**src/rtl/regfile_access_arbiter_if.sv**
```systemverilog
// Requester-side bundle of the register-file arbiter: APB slave bus
// plus the core register-access port.
//
// Signals:
//   paddr/pwrite/psel/penable/pwdata  APB request from the host
//   prdata/pready/pslverr             APB completion back to the host
//   core_req/core_we/core_reg_num/core_wdata  core request
//   core_gnt/core_valid/core_err/core_rdata   core grant and completion
// Modports:
//   master  requester view (host and core drive requests)
//   slave   arbiter view (drives completions)
interface regfile_access_arbiter_if #(
    parameter int ADDR_WIDTH = 8,
    parameter int DATA_WIDTH = 91
);
    logic [ADDR_WIDTH-1:0] paddr;
    logic                  pwrite;
    logic                  psel;
    logic                  penable;
    logic [DATA_WIDTH-1:0] pwdata;
    logic [DATA_WIDTH-1:0] prdata;
    logic                  pready;
    logic                  pslverr;

    logic                  core_req;
    logic                  core_we;
    logic [ADDR_WIDTH-1:0] core_reg_num;
    logic [DATA_WIDTH-1:0] core_wdata;
    logic                  core_gnt;
    logic                  core_valid;
    logic                  core_err;
    logic [DATA_WIDTH-1:0] core_rdata;

    modport master (
        output paddr, pwrite, psel, penable, pwdata,
        input  prdata, pready, pslverr,
        output core_req, core_we, core_reg_num, core_wdata,
        input  core_gnt, core_valid, core_err, core_rdata
    );

    modport slave (
        input  paddr, pwrite, psel, penable, pwdata,
        output prdata, pready, pslverr,
        input  core_req, core_we, core_reg_num, core_wdata,
        output core_gnt, core_valid, core_err, core_rdata
    );
endinterface

```
**src/rtl/regfile_access_arbiter.sv**
```systemverilog
// Shares the single k-means register-file port between the APB host
// and the core: round-robin grant, APB wait states, status protection.
//
// Ports:
//   clk, rst          clock, asynchronous active-high reset
//   bus (slave)       APB requester and core register-access port
//   rf_en, rf_we      registered storage strobe and write enable
//   rf_addr, rf_wdata registered storage address and write data
//   rf_rdata          storage read data, valid the cycle after rf_en
module regfile_access_arbiter #(
    parameter int ADDR_WIDTH = 8,
    parameter int DATA_WIDTH = 91,
    parameter int REG_AMOUNT = 14
) (
    input  logic                  clk,
    input  logic                  rst,
    regfile_access_arbiter_if.slave bus,
    output logic                  rf_en,
    output logic                  rf_we,
    output logic [ADDR_WIDTH-1:0] rf_addr,
    output logic [DATA_WIDTH-1:0] rf_wdata,
    input  logic [DATA_WIDTH-1:0] rf_rdata
);

    localparam logic [ADDR_WIDTH-1:0] REG_LIMIT = ADDR_WIDTH'(REG_AMOUNT);

    typedef enum logic [1:0] {
        IDLE,
        ISSUE,
        RESP,
        HOLD
    } state_t;

    typedef enum logic {
        GNT_APB  = 1'b0,
        GNT_CORE = 1'b1
    } gnt_t;

    state_t state;
    state_t state_nxt;

    gnt_t gnt;
    gnt_t last_gnt;

    // Attributes of the access currently in flight.
    logic                  err;
    logic                  we;
    logic [DATA_WIDTH-1:0] hold_q;

    // Winner of the IDLE arbitration and its request fields.
    logic                  pick_core;
    gnt_t                  win;
    logic [ADDR_WIDTH-1:0] win_addr;
    logic                  win_we;
    logic [DATA_WIDTH-1:0] win_wdata;
    logic                  win_illegal;

    logic load;
    logic capture;
    logic apb_abort;

    // The core wins only if it asks alone, or on a tie when the APB
    // side had the previous grant. That gives strict alternation.
    always_comb begin
        pick_core = bus.core_req
                  && (!bus.psel || last_gnt == GNT_APB);
        win       = pick_core ? GNT_CORE : GNT_APB;
        win_addr  = pick_core ? bus.core_reg_num : bus.paddr;
        win_we    = pick_core ? bus.core_we : bus.pwrite;
        win_wdata = pick_core ? bus.core_wdata : bus.pwdata;
        // Status register is read-only for the host.
        win_illegal = (win_addr >= REG_LIMIT)
                    || (!pick_core && bus.pwrite
                        && bus.paddr == '0);
    end

    // psel dropping while the host owns the port drops its response.
    assign apb_abort = (gnt == GNT_APB) && !bus.psel;

    always_comb begin
        state_nxt      = state;
        load           = 1'b0;
        capture        = 1'b0;
        bus.pready     = 1'b0;
        bus.pslverr    = 1'b0;
        bus.prdata     = '0;
        bus.core_gnt   = 1'b0;
        bus.core_valid = 1'b0;
        bus.core_err   = 1'b0;
        bus.core_rdata = '0;

        unique case (state)
            IDLE: begin
                if (bus.psel || bus.core_req) begin
                    load      = 1'b1;
                    state_nxt = ISSUE;
                end
            end

            ISSUE: begin
                bus.core_gnt = (gnt == GNT_CORE);
                // The strobe is already out, so an aborted
                // write still lands in storage.
                state_nxt = apb_abort ? IDLE : RESP;
            end

            RESP: begin
                if (gnt == GNT_CORE) begin
                    bus.core_valid = 1'b1;
                    bus.core_err   = err;
                    bus.core_rdata = err ? '0 : rf_rdata;
                    state_nxt      = IDLE;
                end else if (apb_abort) begin
                    state_nxt = IDLE;
                end else if (bus.penable) begin
                    bus.pready  = 1'b1;
                    bus.pslverr = err;
                    bus.prdata  = (err || we) ? '0 : rf_rdata;
                    state_nxt   = IDLE;
                end else begin
                    // Host not in access phase yet: rf_rdata is
                    // only valid now, so keep a copy.
                    capture   = 1'b1;
                    state_nxt = HOLD;
                end
            end

            HOLD: begin
                if (apb_abort) begin
                    state_nxt = IDLE;
                end else if (bus.penable) begin
                    bus.pready  = 1'b1;
                    bus.pslverr = err;
                    bus.prdata  = hold_q;
                    state_nxt   = IDLE;
                end
            end

            default: state_nxt = IDLE;
        endcase
    end

    always_ff @(posedge clk or posedge rst) begin
        if (rst) begin
            state <= IDLE;
        end else begin
            state <= state_nxt;
        end
    end

    always_ff @(posedge clk or posedge rst) begin
        if (rst) begin
            gnt      <= GNT_APB;
            last_gnt <= GNT_CORE;
            err      <= 1'b0;
            we       <= 1'b0;
            rf_en    <= 1'b0;
            rf_we    <= 1'b0;
            rf_addr  <= '0;
            rf_wdata <= '0;
        end else begin
            // Strobe lasts exactly the ISSUE cycle.
            rf_en <= 1'b0;
            rf_we <= 1'b0;
            if (load) begin
                gnt      <= win;
                err      <= win_illegal;
                we       <= win_we;
                rf_en    <= !win_illegal;
                rf_we    <= !win_illegal && win_we;
                rf_addr  <= win_addr;
                rf_wdata <= win_wdata;
            end
            if (state == ISSUE) begin
                last_gnt <= gnt;
            end
        end
    end

    always_ff @(posedge clk or posedge rst) begin
        if (rst) begin
            hold_q <= '0;
        end else if (capture) begin
            hold_q <= (err || we) ? '0 : rf_rdata;
        end
    end

endmodule
```
**src/flat_wrapper.sv**
```systemverilog
// flat-port wrapper written by rule: the top's interface ports become plain ports
module regfile_access_arbiter_flat 
#(
    parameter int ADDR_WIDTH = 8,
    parameter int DATA_WIDTH = 91,
    parameter int REG_AMOUNT = 14
)
  (clk, rst, rf_en, rf_we, rf_addr, rf_wdata, rf_rdata, bus_paddr, bus_pwrite, bus_psel, bus_penable, bus_pwdata, bus_prdata, bus_pready, bus_pslverr, bus_core_req, bus_core_we, bus_core_reg_num, bus_core_wdata, bus_core_gnt, bus_core_valid, bus_core_err, bus_core_rdata);
  regfile_access_arbiter_if #(.ADDR_WIDTH(ADDR_WIDTH), .DATA_WIDTH(DATA_WIDTH)) bus_i ();
  input  logic clk;
  input  logic rst;
  output logic rf_en;
  output logic rf_we;
  output logic [ADDR_WIDTH-1:0] rf_addr;
  output logic [DATA_WIDTH-1:0] rf_wdata;
  input  logic [DATA_WIDTH-1:0] rf_rdata;
  input wire logic [$bits(bus_i.paddr)-1:0] bus_paddr;
  input wire logic [$bits(bus_i.pwrite)-1:0] bus_pwrite;
  input wire logic [$bits(bus_i.psel)-1:0] bus_psel;
  input wire logic [$bits(bus_i.penable)-1:0] bus_penable;
  input wire logic [$bits(bus_i.pwdata)-1:0] bus_pwdata;
  output wire logic [$bits(bus_i.prdata)-1:0] bus_prdata;
  output wire logic [$bits(bus_i.pready)-1:0] bus_pready;
  output wire logic [$bits(bus_i.pslverr)-1:0] bus_pslverr;
  input wire logic [$bits(bus_i.core_req)-1:0] bus_core_req;
  input wire logic [$bits(bus_i.core_we)-1:0] bus_core_we;
  input wire logic [$bits(bus_i.core_reg_num)-1:0] bus_core_reg_num;
  input wire logic [$bits(bus_i.core_wdata)-1:0] bus_core_wdata;
  output wire logic [$bits(bus_i.core_gnt)-1:0] bus_core_gnt;
  output wire logic [$bits(bus_i.core_valid)-1:0] bus_core_valid;
  output wire logic [$bits(bus_i.core_err)-1:0] bus_core_err;
  output wire logic [$bits(bus_i.core_rdata)-1:0] bus_core_rdata;
  assign bus_i.paddr = bus_paddr;
  assign bus_i.pwrite = bus_pwrite;
  assign bus_i.psel = bus_psel;
  assign bus_i.penable = bus_penable;
  assign bus_i.pwdata = bus_pwdata;
  assign bus_prdata = bus_i.prdata;
  assign bus_pready = bus_i.pready;
  assign bus_pslverr = bus_i.pslverr;
  assign bus_i.core_req = bus_core_req;
  assign bus_i.core_we = bus_core_we;
  assign bus_i.core_reg_num = bus_core_reg_num;
  assign bus_i.core_wdata = bus_core_wdata;
  assign bus_core_gnt = bus_i.core_gnt;
  assign bus_core_valid = bus_i.core_valid;
  assign bus_core_err = bus_i.core_err;
  assign bus_core_rdata = bus_i.core_rdata;
  regfile_access_arbiter #(.ADDR_WIDTH(ADDR_WIDTH), .DATA_WIDTH(DATA_WIDTH), .REG_AMOUNT(REG_AMOUNT)) u_core (.clk(clk), .rst(rst), .bus(bus_i), .rf_en(rf_en), .rf_we(rf_we), .rf_addr(rf_addr), .rf_wdata(rf_wdata), .rf_rdata(rf_rdata));
endmodule
```
**config.mk**
```make
export PLATFORM = sky130hd
export DESIGN_NAME = regfile_access_arbiter_flat
export DESIGN_NICKNAME = d
export VERILOG_FILES = /design/src/rtl/regfile_access_arbiter_if.sv /design/src/rtl/regfile_access_arbiter.sv /design/src/flat_wrapper.sv
export SDC_FILE = /design/constraint.sdc
export NUM_CORES = 1
export LEC_CHECK = 0
export BUFFER_PORTS_ARGS = -buffer_cell sky130_fd_sc_hd__buf_4
export CAP_MARGIN = 20
export CORE_AREA = 8 8 221 223
export CTS_BUF_LIST = sky130_fd_sc_hd__clkbuf_4 sky130_fd_sc_hd__clkbuf_8 sky130_fd_sc_hd__clkbuf_16
export CTS_CLUSTER_SIZE = 8
export DETAILED_ROUTE_END_ITERATION = 8
export DIE_AREA = 0 0 229 231
export SLEW_MARGIN = 15
export SYNTH_ARGS = -nofsm -noshare
export SYNTH_HDL_FRONTEND = slang
export SYNTH_SLANG_ARGS = --single-unit
```
**constraint.sdc**
```tcl
create_clock -name clk -period 12.7 [get_ports clk]
set_input_delay 2.54 -clock clk [delete_from_list [all_inputs] [get_ports clk]]
set_output_delay 2.54 -clock clk [all_outputs]
set_load 0.02 [all_outputs]
```
# Yosys cells after proc, flatten, opt, wreduce, memory -nomap -nowiden
# Index checks and enable logic that the tools add are counted.
[totals] ff_bits=198 input_bits=296 out_inout_bits=288
[classes] magnitude_cmp=1 eq_ne=5 n_mux=43 bitwise_logic=2 n_reduce_logical=15
[op_table] op="2-to-1 mux 91 bit" n=10
[op_table] op="case mux 91 bit (2 select lines)" n=1
[op_table] op="2-to-1 mux 1 bit" n=21
[op_table] op="2-to-1 mux 2 bit" n=7
[op_table] op=">= comparator 8 x 4 -> 1 bit (second input constant)" n=1
[op_table] op="logical NOT 8 bit" n=1
[op_table] op="2-to-1 mux 8 bit" n=1
[op_table] op="case mux 2 bit (4 select lines)" n=1
[op_table] op="logical AND 1 bit" n=5
[op_table] op="equality test 2 bit (second input constant)" n=2
[op_table] op="logical OR 1 bit" n=4
[op_table] op="case mux 1 bit (2 select lines)" n=2
[op_table] op="logical NOT 1 bit" n=3
[op_table] op="!= test 3 x 2 -> 1 bit (second input constant)" n=1
[op_table] op="equality test 2 x 1 -> 1 bit (second input constant)" n=1
[op_table] op="logical NOT 2 bit" n=1
[op_table] op="!= test 2 x 1 -> 1 bit (second input constant)" n=1
[op_table] op="NOT 1 bit" n=2
[op_table] op="AND reduction 2 bit" n=1

# Depth between registers and ports, before layout
# Gate-level depths: netlist (run 1).
[depth] word_depth=10 ltp_mapped=7 depth_no_buf=4

# Worst setup path before layout (run 1)
# Ideal clock, no wire load.
[synth_path] path_type="input to output" startpoint="input bus_penable" endpoint="output bus_prdata[0]" t_arrival_ps=3520 path_slack_ps=6640 cell_stages=6 path_buffers=2 cell_sequence="nand2_1 > nor2_1 > and3b_1 > clkbuf_1 > buf_2 > a22o_1"
[synth_via] elab_chain_len=4 word_cells_on_any_way=6
[synth_lines] item="from (decl)" line_no="flat_wrapper.sv:20" source="input wire logic [$bits(bus_i.penable)-1:0] bus_penable;"
[synth_lines] item="2-to-1 mux 91 bit" line_no="regfile_access_arbiter.sv:115" source="end else if (bus.penable) begin"
[synth_lines] item="2-to-1 mux 91 bit" line_no="regfile_access_arbiter.sv:113" source="end else if (apb_abort) begin"
[synth_lines] item="2-to-1 mux 91 bit" line_no="regfile_access_arbiter.sv:108" source="if (gnt == GNT_CORE) begin"
[synth_lines] item="case mux 91 bit (2 select lines) *" line_no="regfile_access_arbiter.sv:92" source="unique case (state)"
[synth_lines] item="to (decl)" line_no="flat_wrapper.sv:22" source="output wire logic [$bits(bus_i.prdata)-1:0] bus_prdata;"
# Mark *: on every way between the ends. The rest lies on a longest branch, timed or not.

# Final worst setup path (run 1)
[layout_path] startpoint="input bus_psel" endpoint="output bus_prdata[13]"
[layout_via] elab_chain_len=5 word_cells_on_any_way=6
[layout_lines] item="from (decl)" line_no="flat_wrapper.sv:19" source="input wire logic [$bits(bus_i.psel)-1:0] bus_psel;"
[layout_lines] item="logical NOT 1 bit *" line_no="regfile_access_arbiter.sv:78" source="assign apb_abort = (gnt == GNT_APB) && !bus.psel;"
[layout_lines] item="logical AND 1 bit *" line_no="regfile_access_arbiter.sv:78"
[layout_lines] item="2-to-1 mux 91 bit" line_no="regfile_access_arbiter.sv:113"
[layout_lines] item="2-to-1 mux 91 bit" line_no="regfile_access_arbiter.sv:108"
[layout_lines] item="case mux 91 bit (2 select lines) *" line_no="regfile_access_arbiter.sv:92"
# Marks and branches as above.

==> results.txt, run 1 <==
----------------------------------------------------
[Logic synthesis]
  Most instantiated library cell after synthesis ... sky130_fd_sc_hd__nand2_1
  Async SR Flop Fraction ... 1.000
  Share of the synthesized area in the top cell type ... 0.4932
  Count of flip-flops with a built-in enable after synthesis ... 0
  Largest area contributor in the netlist ... sky130_fd_sc_hd__dfrtp_1
  Synth warn ... 0
  Number of instances in the synthesized netlist ... ~1200
  Most used standard cells in the synthesized netlist ... 386 x sky130_fd_sc_hd__nand2_1, 197 x sky130_fd_sc_hd__dfrtp_1, 107 x sky130_fd_sc_hd__nor2_1
  Proportion of synthesized chip area in sequential cells ... 0.4959
  Ys flop type ... sky130_fd_sc_hd__dfrtp_1
  Post-synthesis sequential element count ... between 150 and 200
  Number of nets in the synthesized netlist ... roughly 1500
  Synth unique cells ... 33
  Average footprint of a synthesized cell ... around 8.3 µm²
  Ranking of synthesized cells by area ... sky130_fd_sc_hd__dfrtp_1 49%, sky130_fd_sc_hd__nand2_1 14%, sky130_fd_sc_hd__a22o_1 8.0%, sky130_fd_sc_hd__a31oi_1 6.3%, sky130_fd_sc_hd__and2_1 5.8%
  Cell area after technology mapping ... approximately 10000 µm²

[GRT]
  Busiest layer in global routing ... met2
  Total grt overflow ... 0
  Global routing usage summed across all routing layers ... 0.1558
  Met3 usage in global routing ... 0.05592
  Number of global-route vias before repair ... about 10000
  Global routing met2 resource utilization ... 0.2611
  Met1 Track Usage GR ... 0.1820
  Largest net degree at the start of global routing ... between 100 and 150
  Antenna violations before repair ... 2
  Global-route wire length before repair ... 65.27 mm

[Setup path]
  Highest-delay cell along the critical path ... sky130_fd_sc_hd__buf_4
  Critical Path RT ... 10.16 ns
  Crit path arrival time ... ~4.3 ns
  Number of cells traversed by the worst register-to-register path ... 4
  Classification of the worst setup path ... in -> out
  Ordered cell list for the critical path ... buf_4 > nand2b_1 > and3b_2 > buf_4 > a22o_1 > buf_4
  Most frequent cell on the critical path ... sky130_fd_sc_hd__buf_4
  Critical path startpoint category ... input pin
  Maximum net fanout on the critical path ... 88
  Capturing element type of the critical path ... output pin
  Critical Path Max Stage Delay ... about 0.65 ns

[Placed design]
  HPWL Detailed ... around 35 mm
  Setup slack at placement ... 5.942 ns
  Buffers added on ports ... about 580
  Final GP Congestion ... approximately 0.85

[Clock network]
  Number of buffers added by the clock tree synthesis step ... 17
  Clk pin slew, worst setup/hold paths ... ~0.07 ns
  Deepest clock path buffer count ... 2
  Hold_buf cts ... 0
  Number of sinks on the clock net ... 198
  CTS Root Buffer Type ... sky130_fd_sc_hd__clkbuf_16
  Worst-Skew Late Latency ... between 0.4 and 0.5 ns
  Count of H-tree levels built during CTS ... 4
  CTS tree ... built
  Number of gates resized after CTS ... 0
  Setup fix buffers added after clock tree synthesis ... 0

[Detailed routing]
  Final wirelength ... ~43 mm
  DRT Pass-1 Iters ... 5
  Remaining number of nets flagged by the antenna check after routing ... 0
  Post-detailed-route DRC marker count ... 0
  Total vias in the final route ... slightly above 10000
  DRC marker count from the first detailed-route iteration ... about 580
  Vias/cell ... between 4 and 5
  Routed length per instance ... approximately 19 µm

[STA]
  Fin crit share ... 0.5367
  Min Tclk post-route ... 6.816 ns
  Max Transition Viols Final ... 0
  Highest clock rate ... approximately 150 MHz
  Worst Skew ... 0.008280 ns
  Hold slack ... roughly 0.49 ns
  Worst-case headroom to the max-slew limit ... 0.2931
  Final WS setup ... just under 6 ns
  Actual transition at the worst max-transition pin ... ~1.1 ns
  Setup-violating endpoint count in the final report ... 0
  Unrepaired setup endpoints after global routing ... false
  Final hold vios ... 0
  Final setup TNS ... 0 ns

[Layout]
  Net count, final ... approximately 2000
  Fill cell count ... roughly 4800
  Fraction of final layout cells with drive strength greater than 1 ... 0.3699
  Multi-input combinational cell area ... roughly 4600 µm²
  Flip-flop and latch area ... 4956 µm²
  Layout Area Growth over Synthesis ... 53.20%

[Die]
  DIE AREA ... roughly 53000 µm²
  Horizontal die dimension ... about 230 µm
  IO Pins ... a little under 600
  Initial cell density of the core ... 0.2217
  Area of the core ... roughly 45000 µm²
  Rows ... 78
  Die outline height ... roughly 230 µm

[Power and ir drop]
  Peak supply drop ... between 0.0001 and 0.00015 V
  Leakage dissipation ... between 0.007 and 0.008 µW
  PwrDens ... 172.5 nW/µm²
  Sum of internal, switching and leakage power ... between 2000 and 3000 µW

[Worst hold path]
  Type of the worst min-delay path ... reg -> reg
  Cell depth of the worst min-delay path ... 2

[Outcome]
  Outcome ... completed

[Flow run]
  Max-cap violation count ... 0

----------------------------------------------------
-- sequential cells by signal, summed over array words and instances (netlist names) --
register	flops
u_core.rf_wdata	91
u_core.state	2
u_core.rf_addr	8
u_core.last_gnt	1
u_core.hold_q	91
u_core.we	1
u_core.err	1
u_core.rf_en	1
u_core.gnt	1
u_core.rf_we	1
-- per-layer routing --
layer	share of wire	wire length (µm)	vias to the layer above
met3	0.083	3590	41
met1	0.41	17600	4728
li1	-	-	5061
met2	0.48	20760	437
met4	0.025	1075	0
met5	0	0	-
-- area by class of cell --
class / count / share of cell area
diodes: 2 / 0.0003269
clock buffers: 20 / 0.02966
clock inverters: 11 / 0.006619
inverters: 2 / 0.0009806
multi-input cells: 896 / 0.2980
flip-flops and latches: 198 / 0.3237
well taps: 600 / 0.04903
repair buffers: 595 / 0.2917
-- cell families after synthesis --
kind of cell,Yosys count,share of synthesized area
simple gates,598,0.2524
compound gates,297,0.1984
flops,198,0.4959
buf+inv,107,0.05220
mux,1,0.001127
-- stage by stage --
| step | instances | utilization | cell area, µm² |
|---|---|---|---|
| 2_1_floorplan | 1201 | - | 9995 |
| 3_3_place_gp | 2291 | 0.3272 | 14750 |
| 3_5_place_dp | 2291 | 0.3272 | 14750 |
| 4_1_cts | 2322 | 0.3395 | 15310 |
| 5_1_grt | 2324 | 0.3396 | 15310 |
| 6_report | 2324 | 0.3396 | 15310 |
-- cell usage in the layout (no fill, tap or decap), drive strengths merged --
cell type,Yosys,routed
o21ai,94,94
clkinv,0,4
nor3b,2,2
or4b,1,1
nand2,386,386
and3,1,1
dfrtp,197,197
a311oi,2,2
and3b,1,1
inv,2,4
clkbuf,58,20
buf,47,595
or3,2,2
bufinv,0,1
a211oi,2,2
nor2b,1,1
a21bo,1,1
a21oi,2,2
a21o,1,1
and2,93,93
nand2b,2,2
nor4,1,1
o21a,1,1
mux2,1,1
nor4b,1,1
a31oi,100,100
diode,0,2
nor2,107,107
o22ai,1,1
clkinvlp,0,4
a22o,91,91
dfstp,1,1
o22a,1,1
a21boi,1,1
-- worst paths after layout --
path / slack (ns) / from / endpoint
min in group asynchronous: 2.11 / rst / u_core.hold_q[76]$_DFFE_PP0P_
hold / removal: 0.49 / u_core.hold_q[35]$_DFFE_PP0P_ / u_core.hold_q[35]$_DFFE_PP0P_
hold reg to reg: 0.49 / u_core.hold_q[35]$_DFFE_PP0P_ / u_core.hold_q[35]$_DFFE_PP0P_
setup reg to reg: 9.76 / u_core.state[0]$_DFFE_PP0P_ / u_core.rf_wdata[3]$_DFFE_PP0P_
max in group asynchronous: 9.29 / rst / u_core.rf_wdata[83]$_DFFE_PP0P_
setup / recovery: 5.88 / bus_psel / bus_prdata[13]
-- worst max-delay path, delay by kind of cell --
| family | cells | cell delay, ns |
|---|---|---|
| AND/OR/NAND/NOR | 2 | 0.40 |
| AO/OA/AOI/OAI | 1 | 0.27 |
| buffers and inverters | 3 | 0.92 |
-- power breakdown --
group,internal [µW],leakage (µW),switching (µW)
Clock,279,0.000266,246
Combinational,437,0.00455,711
Sequential,838,0.00247,130
Total,1550,0.00728,1090
No activity file was read; power rests on OpenSTA's default activity.
==> inputs of run 2 (changes only) <==
- ABC_AREA: unset -> 1
- CORE_AREA: 8 8 221 223 -> 8 8 222 224
- DIE_AREA: 0 0 229 231 -> 0 0 230 232
- clock period: 12.7 -> 6.8 ns (I/O delays scaled with it)
==> results.txt, run 2 <==
----------------------------------------------------
[Outcome]
  Outcome ... completed

[Setup path]
  Classification of the worst setup path ... in -> out
  Highest-delay cell along the critical path ... sky130_fd_sc_hd__nand4_1
  Maximum net fanout on the critical path ... 80 (-9.1%)
  Ordered cell list for the critical path ... buf_4 > nand4_1 > buf_4 > o22ai_1 > buf_4
  FF-to-FF End ... u_core.err$_DFFE_PP0P_
  Capturing element type of the critical path ... output pin
  Critical Path RT ... 5.44 ns (-4.72 ns)
  Beginning of the critical path ... bus_psel
  Crit path arrival time ... 3.35 ns (-0.93 ns)
  Slack of the worst reg-to-reg path ... 4.15 ns (-5.61 ns)
  Critical Path Max Stage Delay ... 0.62 ns (-0.03 ns)
  Critical path startpoint category ... input pin
  Number of cells traversed by the worst register-to-register path ... 10 (+6)
  Most frequent cell on the critical path ... sky130_fd_sc_hd__buf_4
  R2R Path Start ... u_core.last_gnt$_DFFE_PP1N_

[Detailed routing]
  DRC marker count from the first detailed-route iteration ... 599 (+3.8%)
  DRT Pass-1 Iters ... 5 (unchanged)
  Routed length per instance ... 17.62 µm (-4.8%)
  Vias/cell ... 4.382 (-0.82%)
  Total vias in the final route ... 11511 (+12%)
  Post-detailed-route DRC marker count ... 0 (unchanged)
  Final wirelength ... 46.30 mm (+7.6%)
  Remaining number of nets flagged by the antenna check after routing ... 0 (unchanged)

[Clock network]
  Number of buffers added by the clock tree synthesis step ... 17 (unchanged)
  Worst-Skew Late Latency ... 0.46 ns (about the same)
  Count of H-tree levels built during CTS ... 4 (unchanged)
  CTS tree ... built
  Deepest clock path buffer count ... 2 (unchanged)
  CTS Root Buffer Type ... sky130_fd_sc_hd__clkbuf_16
  Number of gates resized after CTS ... 0 (unchanged)
  Clk pin slew, worst setup/hold paths ... 0.07 ns (about the same)
  Hold_buf cts ... 0 (unchanged)
  Setup fix buffers added after clock tree synthesis ... 0 (unchanged)
  Number of sinks on the clock net ... 198 (unchanged)

[STA]
  Worst-case headroom to the max-slew limit ... 0.2953 (+0.002139)
  Final WS setup ... 2.093 ns (-3.791 ns)
  Fin crit share ... 0.6923
  Unrepaired setup endpoints after global routing ... false
  Min Tclk post-route ... 4.707 ns
  Highest clock rate ... between 200 and 250 MHz
  Setup-violating endpoint count in the final report ... 0 (unchanged)
  Max Transition Viols Final ... 0 (unchanged)
  Actual transition at the worst max-transition pin ... 1.057 ns (-0.003209 ns)
  Final setup TNS ... 0 ns (unchanged)
  Final hold vios ... 0 (unchanged)
  Hold slack ... 0.4852 ns (-0.003794 ns)
  Worst Skew ... 0.01176 ns (+0.003482 ns)

[Flow run]
  Max-cap violation count ... 0 (unchanged)

[Logic synthesis]
  Share of the synthesized area in the top cell type ... 0.4657 (-0.02757)
  Average footprint of a synthesized cell ... 7.091 µm² (-15%)
  Most instantiated library cell after synthesis ... sky130_fd_sc_hd__nor2_1
  Cell area after technology mapping ... 10590 µm² (+5.9%)
  Synth warn ... 0 (unchanged)
  Count of flip-flops with a built-in enable after synthesis ... 0 (unchanged)
  Largest area contributor in the netlist ... sky130_fd_sc_hd__dfrtp_1
  Post-synthesis sequential element count ... 198 (unchanged)
  Most used standard cells in the synthesized netlist ... 290 x sky130_fd_sc_hd__nor2_1, 288 x sky130_fd_sc_hd__inv_1, 216 x sky130_fd_sc_hd__nand2_1
  Ys flop type ... sky130_fd_sc_hd__dfrtp_1
  Ranking of synthesized cells by area ... sky130_fd_sc_hd__dfrtp_1 47%, sky130_fd_sc_hd__nor2_1 10%, sky130_fd_sc_hd__inv_1 10%, sky130_fd_sc_hd__o21ai_0 8.9%, sky130_fd_sc_hd__nand2_1 7.7%
  Number of instances in the synthesized netlist ... 1493 (+24%)
  Async SR Flop Fraction ... 1.000 (unchanged)
  Number of nets in the synthesized netlist ... 1789 (+20%)
  Proportion of synthesized chip area in sequential cells ... 0.4681 (-0.02772)
  Synth unique cells ... 26 (-21%)

[Worst hold path]
  Cell depth of the worst min-delay path ... 2 (unchanged)
  Min-delay src ... u_core.hold_q[21]$_DFFE_PP0P_
  Type of the worst min-delay path ... reg -> reg
  Worst hold path endpoint ... u_core.hold_q[21]$_DFFE_PP0P_

[Power and ir drop]
  PwrDens ... 343.8 nW/µm² (+99%)
  Peak supply drop ... 0.0002143 V (+86%)
  Leakage dissipation ... 0.008115 µW (+11%)

[Layout]
  Count of inserted antenna diode cells ... 0 (-2)
  Most used cells in the layout excluding fill and tap cells ... 596 x sky130_fd_sc_hd__buf_4, 290 x sky130_fd_sc_hd__nor2_1, 286 x sky130_fd_sc_hd__inv_1, 215 x sky130_fd_sc_hd__nand2_1, 197 x sky130_fd_sc_hd__dfrtp_1
  Non-Filler Cell Area, Final ... 15980 µm² (+4.3%)
  Fraction of final layout cells with drive strength greater than 1 ... 0.3168 (-0.05309)
  Biggest regs ... u_core.hold_q (91), u_core.rf_wdata (91), u_core.rf_addr (8)
  Layout Area Growth over Synthesis ... 50.90%
  Net count, final ... 2303 (+15%)
  Commonest non-fill, non-tap cell in the layout ... sky130_fd_sc_hd__buf_4
  Non-filler instance count after layout ... 2627 (+13%)

[Die]
  Rows ... 79 (+1.3%)
  Area of the core ... 45860 µm² (+1.7%)
  Initial cell density of the core ... 0.2308 (+0.009154)
  IO Pins ... 584 (unchanged)
  DIE AREA ... 53360 µm² (+0.87%)
  Horizontal die dimension ... 230 µm (+0.44%)
  Die outline height ... 232 µm (+0.43%)

[Placed design]
  Final GP Congestion ... 0.9269 (+8.8%)
  Setup slack at placement ... 2.088 ns (-3.854 ns)
  Post-Place Cell Area ... 15350 µm² (+4.1%)
  HPWL Detailed ... 36.24 mm (+4.8%)
  Number of cells in the design after placement ... 2594 (+13%)
  Buffers added on ports ... 583 (unchanged)

[GRT]
  Global-route wire length before repair ... 69.56 mm (+6.6%)
  Antenna violations before repair ... 0 (-2)
  Largest net degree at the start of global routing ... 125 (+13%)
  Number of global-route vias before repair ... 11762 (+12%)
  Global routing usage summed across all routing layers ... 0.1663 (+0.01053)
  Total grt overflow ... 0 (unchanged)

----------------------------------------------------
[run 2: changes by cell type after synthesis, moves of 90 or more]
cell,previous run,this run
sky130_fd_sc_hd__o22ai_1,1,91
sky130_fd_sc_hd__a22o_1,91,0
sky130_fd_sc_hd__nor2_1,107,290
sky130_fd_sc_hd__inv_1,2,288
sky130_fd_sc_hd__nand2_1,386,216
sky130_fd_sc_hd__a31oi_1,100,3
sky130_fd_sc_hd__and2_1,93,0
sky130_fd_sc_hd__o21ai_0,14,189
[run 2: cells by family after synthesis]
| logic type | count (synthesis) | synth area share |
|---|---|---|
| simple gates | 524 | 0.1893 |
| compound gates | 379 | 0.1914 |
| flops | 198 | 0.4681 |
| buf+inv | 392 | 0.1512 |
[run 2: routing by layer]
metal	wire length, µm	GRT usage	vias up	share of wire
met5	0	0	-	0
met4	1391	0.06038	0	0.030
met3	4224	0.06059	46	0.091
met2	22820	0.2892	492	0.49
met1	17860	0.1853	5320	0.39
li1	-	-	5653	-
[run 2: area by class of cell]
| cell class | count | area, µm² |
|---|---|---|
| Clock buffer | 20 | 454.2 |
| Clock inverter | 12 | 143.9 |
| Fill cell | 4928 | 29890 |
| Inverter | 290 | 1097 |
| Multi-Input combinational cell | 903 | 4063 |
| Sequential cell | 198 | 4956 |
| Tap cell | 607 | 759.5 |
| Timing Repair Buffer | 597 | 4502 |
[run 2: metrics by stage]
stage	utilization	total power, µW
5_1_grt	0.3483	5891
2_1_floorplan	-	3299
4_1_cts	0.3477	5591
3_3_place_gp	0.3347	4474
3_5_place_dp	0.3347	4500
6_report	0.3483	5493
[run 2: worst max path at each step]
stage,to,slack (ns),cells after the start
after floorplan,u_core.err$_DFFE_PP0P_,0.04,1
after CTS,bus_prdata[5],2.08,5
final,bus_prdata[5],2.09,5
after detailed placement,bus_prdata[5],2.09,5
after global placement,bus_prdata[5],2.21,5
after global routing,bus_prdata[5],1.98,5
[run 2: report_power, final]
part | leakage (µW) | internal (µW) | switching [µW] | total, µW
Clock | 0.000290 | 569 | 491 | 1060
Sequential | 0.00254 | 1600 | 239 | 1840
Combinational | 0.00529 | 921 | 1670 | 2590
[run 2: worst max-delay path: cells and delay by family]
kind	cells	cell delay, ns
buffers and inverters	3	0.97
and+or+nand+nor	1	0.62
AOI/OAI and AO/OA	1	0.30
